$ cat src/rtl/qsfa_pkg.sv
// Shared definitions for the quantizer scale-factor adaptation block:
// scale-factor limits, the sequencing FSM states and the per-channel
// scale-factor record stored in the register file.
package qsfa_pkg;

    localparam int YU_MIN  = 544;
    localparam int YU_MAX  = 5120;
    localparam int YL_RST  = YU_MIN << 6;   // slow factor carries 6 extra fraction bits

    // Storage widths of one channel record (fast factor, slow factor)
    localparam int YU_BITS = 13;
    localparam int YL_BITS = 19;

    typedef enum logic [1:0] {
        ST_IDLE = 2'd0,
        ST_MIX  = 2'd1,
        ST_UPD  = 2'd2,
        ST_OUT  = 2'd3
    } state_t;

    typedef struct packed {
        logic [YU_BITS-1:0] yu;
        logic [YL_BITS-1:0] yl;
    } ch_state_t;

endpackage

$ cat src/rtl/qsfa_arith.sv
// Combinational scale-factor datapath.
//   MIX  : Y   = YLP + sign(DIF) * ((|DIF| * AL) >> 6), YLP = YL >> 6
//   FILTD: YUT = Y + floor((WI - Y) / 32)
//   LIMB : YU' = clamp(YUT, YU_MIN, YU_MAX)
//   FILTE: YL' = YL + floor(((YU' << 6) - YL) / 64)
// Everything is computed in a common signed width wide enough that no
// intermediate value can wrap.
module qsfa_arith #(
    parameter int WI_W   = 12,
    parameter int Y_W    = 13,
    parameter int YL_W   = 19,
    parameter int AL_W   = 7,
    parameter int YU_MIN = 544,
    parameter int YU_MAX = 5120
) (
    input  logic [Y_W-1:0]         yu,
    input  logic [YL_W-1:0]        yl,
    input  logic [AL_W-1:0]        al,
    input  logic signed [WI_W-1:0] wi,
    input  logic [Y_W-1:0]         y,
    output logic [Y_W-1:0]         y_mix,
    output logic [Y_W-1:0]         yu_new,
    output logic [YL_W-1:0]        yl_new
);

    localparam int AW = YL_W + 8;
    localparam logic signed [AW-1:0] LIM_LO = AW'(YU_MIN);
    localparam logic signed [AW-1:0] LIM_HI = AW'(YU_MAX);

    logic signed [AW-1:0] ylp;
    logic signed [AW-1:0] dif;
    logic signed [AW-1:0] mag;
    logic signed [AW-1:0] prod;
    logic signed [AW-1:0] y_full;
    logic signed [AW-1:0] y_x;
    logic signed [AW-1:0] yut;
    logic signed [AW-1:0] yu_c;
    logic signed [AW-1:0] yl_x;
    logic signed [AW-1:0] yl_full;

    // MIX: blend fast and slow factors by AL; product truncates toward zero
    always_comb begin
        ylp    = AW'(yl >> 6);
        dif    = AW'(yu) - ylp;
        mag    = dif[AW-1] ? -dif : dif;
        prod   = (mag * AW'(al)) >>> 6;
        if (dif[AW-1]) begin
            prod = -prod;
        end
        y_full = ylp + prod;
    end

    assign y_mix = Y_W'(y_full);

    // FILTD / LIMB / FILTE: adapt the fast factor toward WI, then low-pass into YL
    always_comb begin
        y_x  = AW'(y);
        yut  = y_x + ((AW'(wi) - y_x) >>> 5);
        // NOTE: yu_c gets a value on every path through the if/else chain; a
        // missing branch here would silently infer a latch.
        if (yut < LIM_LO) begin
            yu_c = LIM_LO;
        end else if (yut > LIM_HI) begin
            yu_c = LIM_HI;
        end else begin
            yu_c = yut;
        end
        yl_x    = AW'(yl);
        yl_full = yl_x + (((yu_c <<< 6) - yl_x) >>> 6);
    end

    assign yu_new = Y_W'(yu_c);
    assign yl_new = YL_W'(yl_full);

endmodule

$ cat src/rtl/quan_scal_fac_adap_mc.sv
// Multi-channel quantizer scale-factor adaptation (G.726 MIX/FILTD/LIMB/FILTE).
// One request at a time walks IDLE -> MIX -> UPD -> OUT; the per-channel
// fast/slow scale factors live in a flop register file.
// Optional feature macro: QSFA_CH_CLEAR_EN adds ch_clr / ch_clr_id, which
// return one channel to its initial scale factors (a clear beats a
// simultaneous update of the same channel).
module quan_scal_fac_adap_mc #(
    parameter int NCH    = 4,
    parameter int WI_W   = 12,
    parameter int Y_W    = 13,
    parameter int YL_W   = 19,
    parameter int AL_W   = 7,
    parameter int YU_MIN = qsfa_pkg::YU_MIN,
    parameter int YU_MAX = qsfa_pkg::YU_MAX,
    parameter int CH_W   = (NCH > 1) ? $clog2(NCH) : 1
) (
    input  logic                   clk,
    input  logic                   reset,
    input  logic                   scan_in0,
    input  logic                   scan_en,
    output logic                   scan_out0,
    input  logic                   in_valid,
    output logic                   in_ready,
    input  logic [CH_W-1:0]        in_ch,
    input  logic signed [WI_W-1:0] in_wi,
    input  logic [AL_W-1:0]        in_al,
    output logic                   out_valid,
    input  logic                   out_ready,
    output logic [CH_W-1:0]        out_ch,
    output logic [Y_W-1:0]         out_y,
    output logic                   out_err
`ifdef QSFA_CH_CLEAR_EN
    ,
    input  logic                   ch_clr,
    input  logic [CH_W-1:0]        ch_clr_id
`endif
);

    import qsfa_pkg::*;

    localparam logic [AL_W-1:0] AL_SAT    = AL_W'(64);
    localparam ch_state_t       RST_STATE = '{yu: YU_BITS'(YU_MIN), yl: YL_BITS'(YU_MIN << 6)};

    state_t                 state_q;
    state_t                 state_d;
    logic [CH_W-1:0]        ch_q;
    logic signed [WI_W-1:0] wi_q;
    logic [AL_W-1:0]        al_q;
    logic                   err_q;
    logic [Y_W-1:0]         y_q;
    ch_state_t              regs_q [NCH];
    ch_state_t              cur;
    logic [Y_W-1:0]         y_mix;
    logic [Y_W-1:0]         yu_new;
    logic [YL_W-1:0]        yl_new;
    logic                   unused_scan;

    function automatic logic ch_oor(input logic [CH_W-1:0] ch);
        return {1'b0, ch} >= (CH_W+1)'(NCH);
    endfunction

    // Scan pins are stitched by DFT; functionally the chain output is tied low
    assign scan_out0   = 1'b0;
    assign unused_scan = scan_in0 ^ scan_en;

    assign in_ready  = (state_q == ST_IDLE);
    assign out_valid = (state_q == ST_OUT);
    assign out_ch    = ch_q;
    assign out_y     = y_q;
    assign out_err   = err_q;

    // FSM state register
    // NOTE: sequential state uses non-blocking assignments so every flop
    // samples pre-edge values regardless of block evaluation order.
    always_ff @(posedge clk or negedge reset) begin
        if (!reset) begin
            state_q <= ST_IDLE;
        end else begin
            state_q <= state_d;
        end
    end

    // Next-state logic: fixed walk, waiting only for the two handshakes
    always_comb begin
        state_d = state_q;
        unique case (state_q)
            ST_IDLE: if (in_valid) state_d = ST_MIX;
            ST_MIX:  state_d = ST_UPD;
            ST_UPD:  state_d = ST_OUT;
            ST_OUT:  if (out_ready) state_d = ST_IDLE;
            default: state_d = ST_IDLE;
        endcase
    end

    // Request capture and Y register; outputs are driven straight from here
    always_ff @(posedge clk or negedge reset) begin
        if (!reset) begin
            ch_q  <= '0;
            wi_q  <= '0;
            al_q  <= '0;
            err_q <= 1'b0;
            y_q   <= '0;
        end else begin
            if (state_q == ST_IDLE && in_valid) begin
                ch_q  <= in_ch;
                wi_q  <= in_wi;
                al_q  <= (in_al > AL_SAT) ? AL_SAT : in_al;
                err_q <= ch_oor(in_ch);
            end
            if (state_q == ST_MIX) begin
                y_q <= err_q ? '0 : y_mix;
            end
        end
    end

    // Channel read port; an out-of-range channel never touches the file
    always_comb begin
        cur = RST_STATE;
        if (!err_q) begin
            cur = regs_q[ch_q];
        end
    end

    qsfa_arith #(
        .WI_W   (WI_W),
        .Y_W    (Y_W),
        .YL_W   (YL_W),
        .AL_W   (AL_W),
        .YU_MIN (YU_MIN),
        .YU_MAX (YU_MAX)
    ) u_arith (
        .yu     (cur.yu),
        .yl     (cur.yl),
        .al     (al_q),
        .wi     (wi_q),
        .y      (y_q),
        .y_mix  (y_mix),
        .yu_new (yu_new),
        .yl_new (yl_new)
    );

    // Channel register file: adapted factors written in UPD, optional clear last so it wins
    // NOTE: the file is plain flops with async reset because every channel must
    // wake up at its initial scale factor; a RAM could not be cleared this way.
    always_ff @(posedge clk or negedge reset) begin
        if (!reset) begin
            for (int i = 0; i < NCH; i++) begin
                regs_q[i] <= RST_STATE;
            end
        end else begin
            if (state_q == ST_UPD && !err_q) begin
                regs_q[ch_q] <= '{yu: yu_new, yl: yl_new};
            end
`ifdef QSFA_CH_CLEAR_EN
            if (ch_clr && !ch_oor(ch_clr_id)) begin
                regs_q[ch_clr_id] <= RST_STATE;
            end
`endif
        end
    end

endmodule

$ cat config.mk
export PLATFORM = sky130hd
export DESIGN_NAME = quan_scal_fac_adap_mc
export DESIGN_NICKNAME = d
export VERILOG_FILES = /design/src/rtl/qsfa_pkg.sv /design/src/rtl/qsfa_arith.sv /design/src/rtl/quan_scal_fac_adap_mc.sv
export SDC_FILE = /design/constraint.sdc
export NUM_CORES = 1
export LEC_CHECK = 0
export CAP_MARGIN = 20
export CORE_MARGIN = 2
export CORE_UTILIZATION = 50
export DETAILED_ROUTE_END_ITERATION = 12
export PLACE_DENSITY = 0.67
export SLEW_MARGIN = 20
export SYNTH_ARGS = -nofsm -noshare
export SYNTH_HDL_FRONTEND = slang
export SYNTH_SLANG_ARGS = --single-unit
$ cat constraint.sdc
create_clock -name clk -period 12.3 [get_ports clk]
set_input_delay 2.46 -clock clk [delete_from_list [all_inputs] [get_ports clk]]
set_output_delay 2.46 -clock clk [all_outputs]
set_load 0.01 [all_outputs]
== Word level (Yosys, flattened, before mapping) ==
Cells that the tools add are included.

* Register bits: 164
* Output and inout bits: 19
* Word-level logic and storage cells: 51
* Bits of input ports: 27

* Reduce and logical (&&, ||, !) cells: 4
* Multiplexer cells: 14
* Add/subtract/negate cells: 8
* Bitwise gates (word level): 1
* Magnitude comparators: 5
* Eq/ne operators: 5
* $mul: 1

{| class="wikitable"
|+ Operator list
! operator !! number
|-
| 128-bit bitwise mux || 1
|-
| 32-bit two-way mux || 3
|-
| 32-bit binary-select mux with 2-bit select || 1
|-
| 32-bit demux with 2-bit select || 1
|-
| 19-bit two-way mux || 2
|-
| 27-bit by 7-bit multiplier with 19-bit output || 1
|-
| 27-bit two-way mux || 1
|-
| 27-bit negation || 1
|-
| 25-bit by 20-bit subtractor with 25-bit output || 1
|-
| 19-bit adder || 1
|-
| 14-bit by 10-bit adder with 15-bit output || 1
|-
| 15-bit by 14-bit > comparator with 1-bit output, second input constant || 1
|-
| 15-bit by 11-bit < comparator with 1-bit output, second input constant || 1
|-
| 12-bit by 14-bit subtractor with 15-bit output || 1
|-
| 13-bit by 13-bit subtractor with 14-bit output || 1
|-
| 13-bit adder || 1
|-
| 13-bit two-way mux || 1
|-
| 13-bit negation || 1
|-
| 2-bit case mux with 4 select lines || 1
|-
| 7-bit > comparator, second input constant || 1
|-
| 7-bit two-way mux || 1
|-
| 2-bit == test, second input constant || 2
|-
| 2-bit two-way mux || 2
|-
| 3-bit greater-or-equal comparator, second input constant || 1
|-
| other kinds (8) || 9
|}

== Logic depth before layout (Yosys ltp) ==
* Word-level depth: 11
* Mapped depth: 47
* Mapped depth without buffers: 46

== By module ==
Synthesis repeated with hierarchy kept, for this count alone.

* Cell total of the unflattened synthesis: 1326
* Area total of the unflattened synthesis: 14201.1 sq um

{| class="wikitable"
|+ Modules (own cells, without submodules)
! module !! area an instance (sq um) !! times used !! cells each
|-
| qsfa_arith || 7163.1 || 1 || 914
|-
| quan_scal_fac_adap_mc || 7038.0 || 1 || 412
|}

== Least setup slack after synthesis ==
OpenSTA, ideal clock, no wires.

* Path kind: register -> register
* From: register ch_q[0] (netlist: out_ch[0])
* To: register y_q[12] (netlist: out_y[12])
* Arrival: 10941 ps
* Library setup time: 126 ps
* Period minus slack after synthesis: 11067 ps
* Path slack: 1233 ps
* Buffers on the path: 3
* Stages on the path, launching flop included: 44
* Path through: dfrtp_1 buf_4 buf_1 buf_1 mux4_2 inv_1 ha_1 inv_1 fa_1 inv_1 ha_1 nor2b_1 inv_1 a2111oi_0 nor2_1 and3_1 nand2b_1 fa_1 (+8 left out) a311o_1 a21oi_1 mux2_2 a22o_1 a21oi_1 xnor2_1 ha_1 nor2b_1 o21a_1 o21a_1 o2111ai_1 nand3_1 o41a_1 xnor2_1 xnor2_1 xnor3_1 xnor2_1 mux2i_1

* Longest elaborated chain between the ends: 11

{| class="wikitable"
|+ Ends and longest elaborated chain
! element !! line !! RTL
|-
| from (decl) || quan_scal_fac_adap_mc.sv:46 || <nowiki>logic [CH_W-1:0] ch_q;</nowiki>
|-
| from (signal assigned) || quan_scal_fac_adap_mc.sv:105 || <nowiki>ch_q <= in_ch;</nowiki>
|-
| 2-bit NOT with 3-bit output (implied by the code) * || quan_scal_fac_adap_mc.sv:120 || <nowiki>cur = regs_q[ch_q];</nowiki>
|-
| 32-bit binary-select mux with 2-bit select * || quan_scal_fac_adap_mc.sv:120 ||
|-
| 32-bit two-way mux (implied by the code) * (2 in series) || quan_scal_fac_adap_mc.sv:120 ||
|-
| 13-bit by 13-bit subtractor with 14-bit output || qsfa_arith.sv:44 || <nowiki>dif = AW'(yu) - ylp;</nowiki>
|-
| 27-bit negation || qsfa_arith.sv:45 || <nowiki>mag = dif[AW-1] ? -dif : dif;</nowiki>
|-
| 27-bit two-way mux || qsfa_arith.sv:45 ||
|-
| 27-bit by 7-bit multiplier with 19-bit output || qsfa_arith.sv:46 || <nowiki>prod = (mag * AW'(al)) >>> 6;</nowiki>
|-
| 13-bit negation || qsfa_arith.sv:48 || <nowiki>prod = -prod;</nowiki>
|-
| 13-bit two-way mux || qsfa_arith.sv:47 || <nowiki>if (dif[AW-1]) begin</nowiki>
|-
| 13-bit adder * || qsfa_arith.sv:50 || <nowiki>y_full = ylp + prod;</nowiki>
|-
| to (signal assigned) || quan_scal_fac_adap_mc.sv:111 || <nowiki>y_q <= err_q ? '0 : y_mix;</nowiki>
|-
| to (decl) || quan_scal_fac_adap_mc.sv:50 || <nowiki>logic [Y_W-1:0] y_q;</nowiki>
|}

Every way passes the cells marked *; elsewhere a longest branch is shown, timed or not. The select of a mux whose other input is x is not followed.
A chain may end at the register's enable or synchronous reset.

== Worst setup path after layout ==
* From: register ch_q[1] (netlist: out_ch[1])
* To: register y_q[12] (netlist: out_y[12])

Same word-level chain as after synthesis.

==> results.sh <==
export IMPL_status="finished clean"
export IMPL_number_of_instances_in_the_synthesized_netlist=1491
export IMPL_synth_cell_types=79
export IMPL_groute_usage_overall=0.2310
export IMPL_post_layout_nonfiller_instances=1913
export IMPL_worstPathRequired_ns=12.59
export IMPL_number_of_flip_flops_and_latches_in_the_synthesized_netlist=164
export IMPL_yosysTopAreaCell="dfrtp_1"
export IMPL_tritoncts_num_sinks=164
export IMPL_wl_met1_microns=15460
export IMPL_coreArea_sq_mm=0.02763
export IMPL_drtPass1Iterations=5
export IMPL_first_global_vias=10430
export IMPL_start_kind="register"
export IMPL_pin_count=46
export IMPL_synth_top_cells_by_count="nand2_1 (174), o21ai_0 (158), dfrtp_1 (148), inv_1 (148), ha_1 (112)"
export IMPL_fp_dieArea_sq_mm=0.02927
export IMPL_drtIter0Drc=680
export IMPL_synth_top_cell_area_share=0.2654
export IMPL_period_needed_ns=11.24
export IMPL_synth_warn=0
export IMPL_portBuffers=41
export IMPL_async_set_or_reset_register_ratio_after_synthesis=1.000
export IMPL_critical_path_max_stage_delay_ns=0.86
export IMPL_initial_utilization=0.5052
export IMPL_drt_total_wl_microns=31790
export IMPL_place_congestion=0.8768
export IMPL_route_detailed_drc=0
export IMPL_setup_worst_path_class="reg2reg"
export IMPL_gr_total_overflow=0
export IMPL_clock_insertion_delay_worst_skew_ns=0.43
export IMPL_finalInstanceArea_sq_mm=0.01539
export IMPL_cts_repair_resized=0
export IMPL_most_instantiated_library_cell_after_synthesis="nand2_1"
export IMPL_ys_flop_type="dfrtp_1"
export IMPL_cts_buffer_depth=2
export IMPL_final_nets=1732
export IMPL_postcts_setup_bufs=0
export IMPL_cts_buffers=17
export IMPL_layout_drive_gt1_share=0.09707
export IMPL_cts_clk_slew_worst_paths_ns=0.07
export IMPL_finalSetupTns_ns=0
export IMPL_area_growth_synth_to_final_pct=10.29
export IMPL_routedWlPerCell_microns=16.62
export IMPL_topRoutingLayerUsed="met4"
export IMPL_unrepaired_setup_endpoints_after_global_routing="no"
export IMPL_detailroute_via_count=10470
export IMPL_rows=61
export IMPL_fillerInstances=2480
export IMPL_timing_final_crit_share=0.9141
export IMPL_clockRootBuffer="clkbuf_16"
export IMPL_cts_tree="yes"
export IMPL_route_detailed_vias_per_inst=5.471
export IMPL_seq_area_frac_synth=0.2955
export IMPL_hold_viol=0
export IMPL_dp_final_hpwl_microns=23530
export IMPL_placed_cells_incl_taps=1882
export IMPL_clock_skew_ns=0.01179
export IMPL_critPathMostFrequentCell="fa_1"
export IMPL_worst_hold_path_type="reg2reg"
export IMPL_critical_path_slowest_cell="dfrtp_1"
export IMPL_post_synth_edffs=0
export IMPL_dr_wl_met3_microns=819
export IMPL_ys_top_cells_by_area="dfrtp_1 (27%), fa_1 (10%), ha_1 (10%), o21ai_0 (5.7%), mux4_2 (5.2%)"
export IMPL_holdBufCountCts=0
export IMPL_ant_nets=0
export IMPL_grt_max_degree=105
export IMPL_timing_fmax_ghz=0.08894
export IMPL_diodes=0
export IMPL_initial_antenna_violation_count=0
export IMPL_netlist_area_sq_mm=0.01396
export IMPL_final_max_slew_violation_count=0
export IMPL_syn_mean_instance_area_sq_um=9.361
export IMPL_critical_path_peak_fanout=15
export IMPL_placement_cell_area_sq_mm=0.01480
export IMPL_die_height_microns=171.1
export IMPL_cts_htree_levels=4
export IMPL_detailroute_wirelength_met2_microns=15040
export IMPL_crit_arrival_ns=11.53
export IMPL_transition_time_at_the_pin_with_the_least_slew_margin_ns=0.9604
export IMPL_grt_pass1_wl_microns=53330
export IMPL_timing_max_cap_violations=0
export IMPL_final_setup_viol_count=0
export IMPL_die_x_microns=171.1
export IMPL_setup_worst_path_end_class="register"
export IMPL_worst_slew_slack_as_a_fraction_of_its_limit=0.3597
final timing paths:
path	start	end	slack, ns	depth (start not counted)
max reg2reg	out_ch[1]	out_y[12]	1.06	39
max	out_ch[1]	out_y[12]	1.06	39
min reg2reg	regs_q[16]	regs_q[16]	0.48	2
min in group asynchronous	reset	regs_q[0]	2.14	1
min	regs_q[16]	regs_q[16]	0.48	2
max in group asynchronous	reset	regs_q[16]	8.84	2
flip-flops by register name, summed over array words and instances (netlist names):
signal,count
al_q,7
out_ch,2
out_y,13
regs_q,128
state_q,2
wi_q,12
metrics by stage:
| step | setup slack (ns) | hold WS (ns) | util |
|---|---|---|---|
| finish | 1.057 | 0.4769 | 0.5572 |
| global placement | 0.9126 | 0.4570 | 0.5357 |
| global route | 0.2009 | 0.4992 | 0.5572 |
| detailed placement | 0.8721 | 0.4662 | 0.5357 |
| CTS | 0.7770 | 0.4806 | 0.5569 |
| floorplan | 1.233 | 0.4432 | - |
layer usage:
layer / vias to the layer above / global-route usage
met5: - / 0
met4: 0 / 0.05380
met3: 22 / 0.02753
met2: 161 / 0.3738
met1: 5145 / 0.3330
li1: 5138 / -
critical path: cells and delay by family (launching register included):
family	cells	cell delay, ns
compound gates	9	2.57
xor+xnor	5	1.12
fa+ha+maj	9	4.20
buf+inv	6	0.71
flops	1	0.86
mux	2	0.47
simple gates	8	1.15
layout by cell type (no fill, tap or decap), drive strengths merged, types with 9 or more instances in the layout:
cell type        n
buf             21
o41ai            9
o21bai          21
xnor2           73
mux2            25
and2            22
dfrtp          148
nor2            62
clkdlybuf4s50   40
nand2          174
conb            12
a21oi           62
a21o            21
dfstp           16
nand3           14
clkbuf          18
nor3            25
fa              70
nand2b          25
nor2b           67
mux4            32
o21a            15
o21ai          161
inv            154
xor2            32
ha             112
logic make-up after synthesis:
logic type,share of synthesized area
buffers and inverters,0.05666
DFF,0.2955
adders and majority gates,0.2008
xor gates and xnor gates,0.06750
muxes,0.07468
other,0.0005381
and+or+nand+nor,0.1480
AOI/OAI and AO/OA,0.1563
area by class of cell:
type	instances	area, sq um	share of cell area
repair buffers	61	561.8	0.03650
well taps	378	473.0	0.03072
inverters	148	555.5	0.03609
multi-input cells	1131	9089	0.5904
clock buffers	18	439.2	0.02853
clock inverters	13	147.6	0.009591
flip-flops and latches	164	4128	0.2681
Power is not shown: default switching activity piles up to over one toggle a cycle in this logic, so the estimate is an artifact.
